### config.mk
export PLATFORM = sky130hd
export DESIGN_NAME = uart_tx_sched
export DESIGN_NICKNAME = d
export VERILOG_FILES = /design/src/rtl/uart_tx_sched.sv
export SDC_FILE = /design/constraint.sdc
export NUM_CORES = 1
export LEC_CHECK = 0
export ABC_CLOCK_PERIOD_IN_PS = 2500
export CAP_MARGIN = 10
export CORE_UTILIZATION = 44
export CTS_BUF_LIST = sky130_fd_sc_hd__clkbuf_4
export CTS_CLUSTER_SIZE = 30
export DETAILED_ROUTE_END_ITERATION = 16
export PLACE_DENSITY_LB_ADDON = 0.1
export REMOVE_ABC_BUFFERS = 1
export SYNTH_ARGS = -nofsm -noshare
export SYNTH_HDL_FRONTEND = slang
export SYNTH_SLANG_ARGS = --single-unit
### constraint.sdc
create_clock -name clk -period 2.5 [get_ports clk]
set_clock_uncertainty 0.05 [all_clocks]
set_input_delay 0.375 -clock clk [delete_from_list [all_inputs] [get_ports clk]]
set_output_delay 0.375 -clock clk [all_outputs]
set_load 0.05 [all_outputs]
### src/rtl/uart_tx_sched.sv
// Round-robin transmit scheduler: shares one uart_ip between N_REQ byte producers,
// launching each byte through the control register and polling the busy flag.
module uart_tx_sched #(
  parameter int N_REQ         = 4,
  parameter int TX_BUSY_BIT   = 0,
  parameter int START_TIMEOUT = 64,
  parameter int DONE_TIMEOUT  = 1000000
) (
  input  logic               clk,
  input  logic               arst,
  input  logic [9:0]         cfg,
  input  logic [N_REQ-1:0]   req_valid,
  input  logic [8*N_REQ-1:0] req_data,
  output logic [N_REQ-1:0]   req_ready,
  output logic [N_REQ-1:0]   req_done,
  output logic               ctl_reg_we,
  output logic [18:0]        ctl_reg_wdata,
  output logic [18:0]        ctl_reg_wmask,
  output logic               st_reg_re,
  output logic [11:0]        st_reg_rmask,
  input  logic [11:0]        st_reg_rdata,
  output logic               busy,
  output logic               err_timeout,
  input  logic               err_clr
);
  localparam int PW = $clog2(N_REQ);
  localparam logic [N_REQ-1:0] ONE       = N_REQ'(1);
  localparam logic [11:0]      RMASK     = 12'(1) << TX_BUSY_BIT;
  localparam logic [19:0]      START_LIM = 20'(START_TIMEOUT - 1);
  localparam logic [19:0]      DONE_LIM  = 20'(DONE_TIMEOUT - 1);

  typedef enum logic [2:0] {IDLE, LAUNCH, CLEAR, WAIT_RISE, WAIT_FALL, DONE} state_e;

  state_e            state_q;
  logic [PW-1:0]     ptr_q, win_q;
  logic [7:0]        byte_q;
  logic [9:0]        cfg_q;
  logic [19:0]       cnt_q;
  logic              samp_q, err_q, busy_q, we_q, re_q;
  logic [N_REQ-1:0]  ready_q, done_q;
  logic [18:0]       wdata_q, wmask_q;

  logic [N_REQ-1:0][7:0] req_bytes;
  logic [PW-1:0]     arb_idx;
  logic              arb_found;
  logic              rd_busy;
  logic [19:0]       cnt_inc;

  assign req_bytes = req_data;
  assign rd_busy   = |(st_reg_rdata & RMASK);
  assign cnt_inc   = (&cnt_q) ? cnt_q : cnt_q + 20'd1;

  // First valid requester at or after ptr, wrapping past N_REQ-1.
  always_comb begin
    logic [PW:0] s;
    arb_found = 1'b0;
    arb_idx   = '0;
    s         = '0;
    for (int k = 0; k < N_REQ; k++) begin
      s = {1'b0, ptr_q} + (PW+1)'(k);
      if (s >= (PW+1)'(N_REQ)) s = s - (PW+1)'(N_REQ);
      if (!arb_found && req_valid[s[PW-1:0]]) begin
        arb_found = 1'b1;
        arb_idx   = s[PW-1:0];
      end
    end
  end

  always_ff @(posedge clk or posedge arst) begin
    if (arst) begin
      state_q <= IDLE;
      ptr_q   <= '0;
      win_q   <= '0;
      byte_q  <= '0;
      cfg_q   <= '0;
      cnt_q   <= '0;
      samp_q  <= 1'b0;
      err_q   <= 1'b0;
      busy_q  <= 1'b0;
      we_q    <= 1'b0;
      re_q    <= 1'b0;
      ready_q <= '0;
      done_q  <= '0;
      wdata_q <= '0;
      wmask_q <= '0;
    end else begin
      ready_q <= '0;
      done_q  <= '0;
      we_q    <= 1'b0;
      wdata_q <= '0;
      wmask_q <= '0;
      re_q    <= 1'b0;
      cnt_q   <= '0;
      // A read issued last cycle returns now; only the WAIT states look at it.
      samp_q  <= re_q;
      if (err_clr) err_q <= 1'b0;
      case (state_q)
        IDLE: if (arb_found) begin
          win_q   <= arb_idx;
          byte_q  <= req_bytes[arb_idx];
          cfg_q   <= cfg;
          ready_q <= ONE << arb_idx;
          we_q    <= 1'b1;
          wdata_q <= {req_bytes[arb_idx], 1'b1, cfg};
          wmask_q <= '1;
          busy_q  <= 1'b1;
          state_q <= LAUNCH;
        end
        LAUNCH: begin
          ptr_q   <= (win_q == PW'(N_REQ - 1)) ? '0 : win_q + 1'b1;
          we_q    <= 1'b1;
          wdata_q <= {byte_q, 1'b0, cfg_q};
          wmask_q <= 19'h00400;
          state_q <= CLEAR;
        end
        CLEAR: begin
          re_q    <= 1'b1;
          state_q <= WAIT_RISE;
        end
        WAIT_RISE: begin
          if (samp_q && rd_busy) begin
            re_q    <= 1'b1;
            state_q <= WAIT_FALL;
          end else if (cnt_q >= START_LIM) begin
            err_q   <= 1'b1;
            done_q  <= ONE << win_q;
            state_q <= DONE;
          end else begin
            re_q  <= 1'b1;
            cnt_q <= cnt_inc;
          end
        end
        WAIT_FALL: begin
          if (samp_q && !rd_busy) begin
            done_q  <= ONE << win_q;
            state_q <= DONE;
          end else if (cnt_q >= DONE_LIM) begin
            err_q   <= 1'b1;
            done_q  <= ONE << win_q;
            state_q <= DONE;
          end else begin
            re_q  <= 1'b1;
            cnt_q <= cnt_inc;
          end
        end
        DONE: begin
          busy_q  <= 1'b0;
          state_q <= IDLE;
        end
        default: state_q <= IDLE;
      endcase
    end
  end

  assign req_ready     = ready_q;
  assign req_done      = done_q;
  assign ctl_reg_we    = we_q;
  assign ctl_reg_wdata = wdata_q;
  assign ctl_reg_wmask = wmask_q;
  assign st_reg_re     = re_q;
  assign st_reg_rmask  = re_q ? RMASK : 12'h000;
  assign busy          = busy_q;
  assign err_timeout   = err_q;
endmodule

==> results.sh <==
export IMPL_run_status="completed"
export IMPL_dominantRegCellSynth="sky130_fd_sc_hd__dfrtp_1"
export IMPL_die_area_um2=9230
export IMPL_cts_sink_count=77
export IMPL_power_density_nw_per_um2=1110
export IMPL_ir_drop_mv=0.544
export IMPL_timing_worst_slew_pin_value_ps=886
export IMPL_cp_startpoint="ctl_reg_wmask[17]"
export IMPL_drt_initial_drc_count=140
export IMPL_most_used_routing_layer="met2"
export IMPL_cts_repair_timing_setup_buffer_count=0
export IMPL_maximum_number_of_pins_on_one_net_before_global_route_repair=66
export IMPL_fmax_mhz=418
export IMPL_grt_met1_usage=0.274
export IMPL_grt_pass1_vias=2827
export IMPL_power_share_clock=0.133
export IMPL_hold_viol=0
export IMPL_fillers=733
export IMPL_cts_resized=0
export IMPL_route_detailed_drc=0
export IMPL_clk_transition_reported_paths_ps=140
export IMPL_wire_per_inst_um=14.4
export IMPL_io_pins=123
export IMPL_power_share_combinational=0.534
export IMPL_crit_path_max_fanout=19
export IMPL_critical_path_startpoint_type="flop"
export IMPL_synthesis_area_per_instance_um2=9.69
export IMPL_wirelength_mm=8.61
export IMPL_synth_cell_type_count=56
export IMPL_via_per_inst=5.15
export IMPL_initial_utilization=0.465
export IMPL_cp_required_ps=2080
export IMPL_worst_path_dominant_cell_family="buffers and inverters"
export IMPL_postPlaceCellArea_um2=4890
export IMPL_seq_power_share=0.333
export IMPL_synthToLayoutAreaGrowth_pct=29.9
export IMPL_die_h_um=96.1
export IMPL_synth_enable_flop_cells=0
export IMPL_grt_overflow=0
export IMPL_cpPeakStageDelay_ps=900
export IMPL_period_minus_slack_ps=2390
export IMPL_cts_root_to_sink_buffers=2
export IMPL_globalRouteMet2Util=0.307
export IMPL_power_internal_mw=2.97
export IMPL_r2r_start="cnt_q[0]"
export IMPL_initial_antenna_violation_count=0
export IMPL_ys_warn_count=0
export IMPL_timing_hold_worst_class="in -> async"
export IMPL_cp_data_arrival_time_ps=1970
export IMPL_worst_path_max_delay_cell="sky130_fd_sc_hd__clkdlybuf4s50_1"
export IMPL_fin_util=0.604
export IMPL_critPathKind="reg -> out"
export IMPL_global_route_usage_met3=0.0348
export IMPL_port_buffers=100
export IMPL_gp_congestion=0.832
export IMPL_drt_antenna_violating_nets=0
export IMPL_num_vias=3077
export IMPL_cts_buffers=9
export IMPL_final_design_area_no_fill_um2=5060
export IMPL_cts_root_buf="sky130_fd_sc_hd__clkbuf_4"
export IMPL_max_cap_violations=0
export IMPL_setup_viol_count_final=0
export IMPL_worst_path_bufs_invs=1
export IMPL_synth_seq_cells=77
export IMPL_diodes=0
export IMPL_clock_latency_ps=410
export IMPL_post_synth_instance_area_um2=3890
export IMPL_grt_usage=0.197
export IMPL_async_reset_ff_frac=1.00
export IMPL_detailed_place_hpwl_mm=6.10
export IMPL_finalNetCount=553
export IMPL_rows=33
export IMPL_h_tree_depth=3
export IMPL_end_kind="output pin"
export IMPL_p_switching_mw=2.65
export IMPL_core_area_um2=8380
export IMPL_syn_inst=402
export IMPL_max_slew_margin=0.409
export IMPL_fin_crit_sh=0.957
export IMPL_grt_pass1_wl_mm=13.8
export IMPL_cts_tree="yes"
export IMPL_1st_pass_router_iterations=5
export IMPL_drive_gt1_frac=0.0894
export IMPL_fraction_of_the_yosys_area_taken_by_sequential_cells=0.495
export IMPL_chipWidth_um=96.1
export IMPL_cellLeakagePower_nw=2.45
export IMPL_power_share_switching=0.471
export IMPL_number_of_pins_exceeding_their_max_slew_limit_in_the_final_report=0
export IMPL_cts_hold_buffers=0
export IMPL_total_power_mw=5.62
export IMPL_crit_path_cell_trace="clkdlybuf4s50_1"
[cell usage in the layout (no fill, tap or decap), drive strengths merged, types with 11 or more instances in the layout]
cell           count
nand2             90
clkdlybuf4s50     86
dfrtp             77
nor2              28
mux2i             19
o221ai            16
dlymetal6s2s      14
a21oi             12
conb              11
nor3              11
o21ai             11
[worst paths after layout]
check                                    endpoint  slack (ps)  depth (start not counted)
worst max-delay path            ctl_reg_wmask[13]         110                          1
worst min-delay path                     cfg_q[5]         180                          2
worst max register to register           cnt_q[2]         300                          6
worst min register to register             samp_q         370                          0
max in group asynchronous               cnt_q[19]        1600                          3
min in group clk                           samp_q         370                          0
[power groups by stage]
stage          sequential [mW]  clock (mW)  combinational [mW]
2_1_floorplan             2.65           0               0.926
3_3_place_gp              1.88           0                3.00
5_1_grt                   1.93       0.829                3.23
6_report                  1.87       0.747                3.00
3_5_place_dp              1.90           0                3.03
4_1_cts                   1.88       0.767                3.04
[Yosys cell counts (all sizes together) (4+ instances only)]
cell | instances | area [µm²]
o221ai | 16 | 140
o21ai | 11 | 55.1
nor4 | 5 | 43.8
nor3 | 11 | 60.1
nor2 | 28 | 115
nand3 | 8 | 45.0
nand2 | 90 | 338
ha | 5 | 62.6
xnor2 | 9 | 78.8
clkbuf | 8 | 30.0
and3 | 4 | 25.0
a211oi | 8 | 80.1
nor2b | 6 | 37.5
buf | 38 | 267
inv | 10 | 37.5
dfrtp | 77 | 1930
mux2i | 19 | 190
a21oi | 12 | 63.8
[state kept, by name, indices dropped and copies added, names as in the netlist]
register       cells
cnt_q             20
ctl_reg_wdata     18
cfg_q             10
byte_q             8
req_done           4
req_ready          4
state_q            3
ctl_reg_wmask      2
ptr_q              2
win_q              2
busy               1
err_timeout        1
samp_q             1
st_reg_re          1
[logic make-up (layout without fill, tap and decap cells)]
logic type	count (synthesis)	in the layout	synth area share
other	1	11	0.000963
XOR/XNOR	10	10	0.0225
buffers and inverters	56	136	0.0858
AND/OR/NAND/NOR	168	168	0.206
multiplexers	20	20	0.0517
adder cells (fa/ha/maj)	5	5	0.0161
flip-flops	77	77	0.495
AO/OA/AOI/OAI	65	65	0.122
[cell type report]
class / count / area [µm²] / area share
Clock inverter: 6 / 63.8 / 0.0126
Clock buffer: 10 / 75.1 / 0.0148
Timing Repair Buffer: 110 / 1150 / 0.227
Sequential cell: 77 / 1930 / 0.381
Tap cell: 105 / 131 / 0.0260
Multi-Input combinational cell: 279 / 1680 / 0.331
Inverter: 10 / 37.5 / 0.00742
[routing by layer]
layer  share of wire  wire length, µm
met1            0.45             3890
met2            0.49             4240
met3           0.039              338
met4           0.016              140
met5               0                0
[through the flow]
| stage | setup WS, ps | hold slack (ps) | cells | setup TNS, ps |
|---|---|---|---|---|
| after global routing | -8.09 | 186 | 597 | -36.1 |
| after CTS | 45.9 | 159 | 597 | 0 |
| after global placement | 105 | 333 | 581 | 0 |
| after detailed placement | 115 | 343 | 581 | 0 |
| after floorplan | -3870 | 396 | 366 | -73520 |
| final | 107 | 176 | 597 | 0 |
Power figures use the tool's default switching activity.
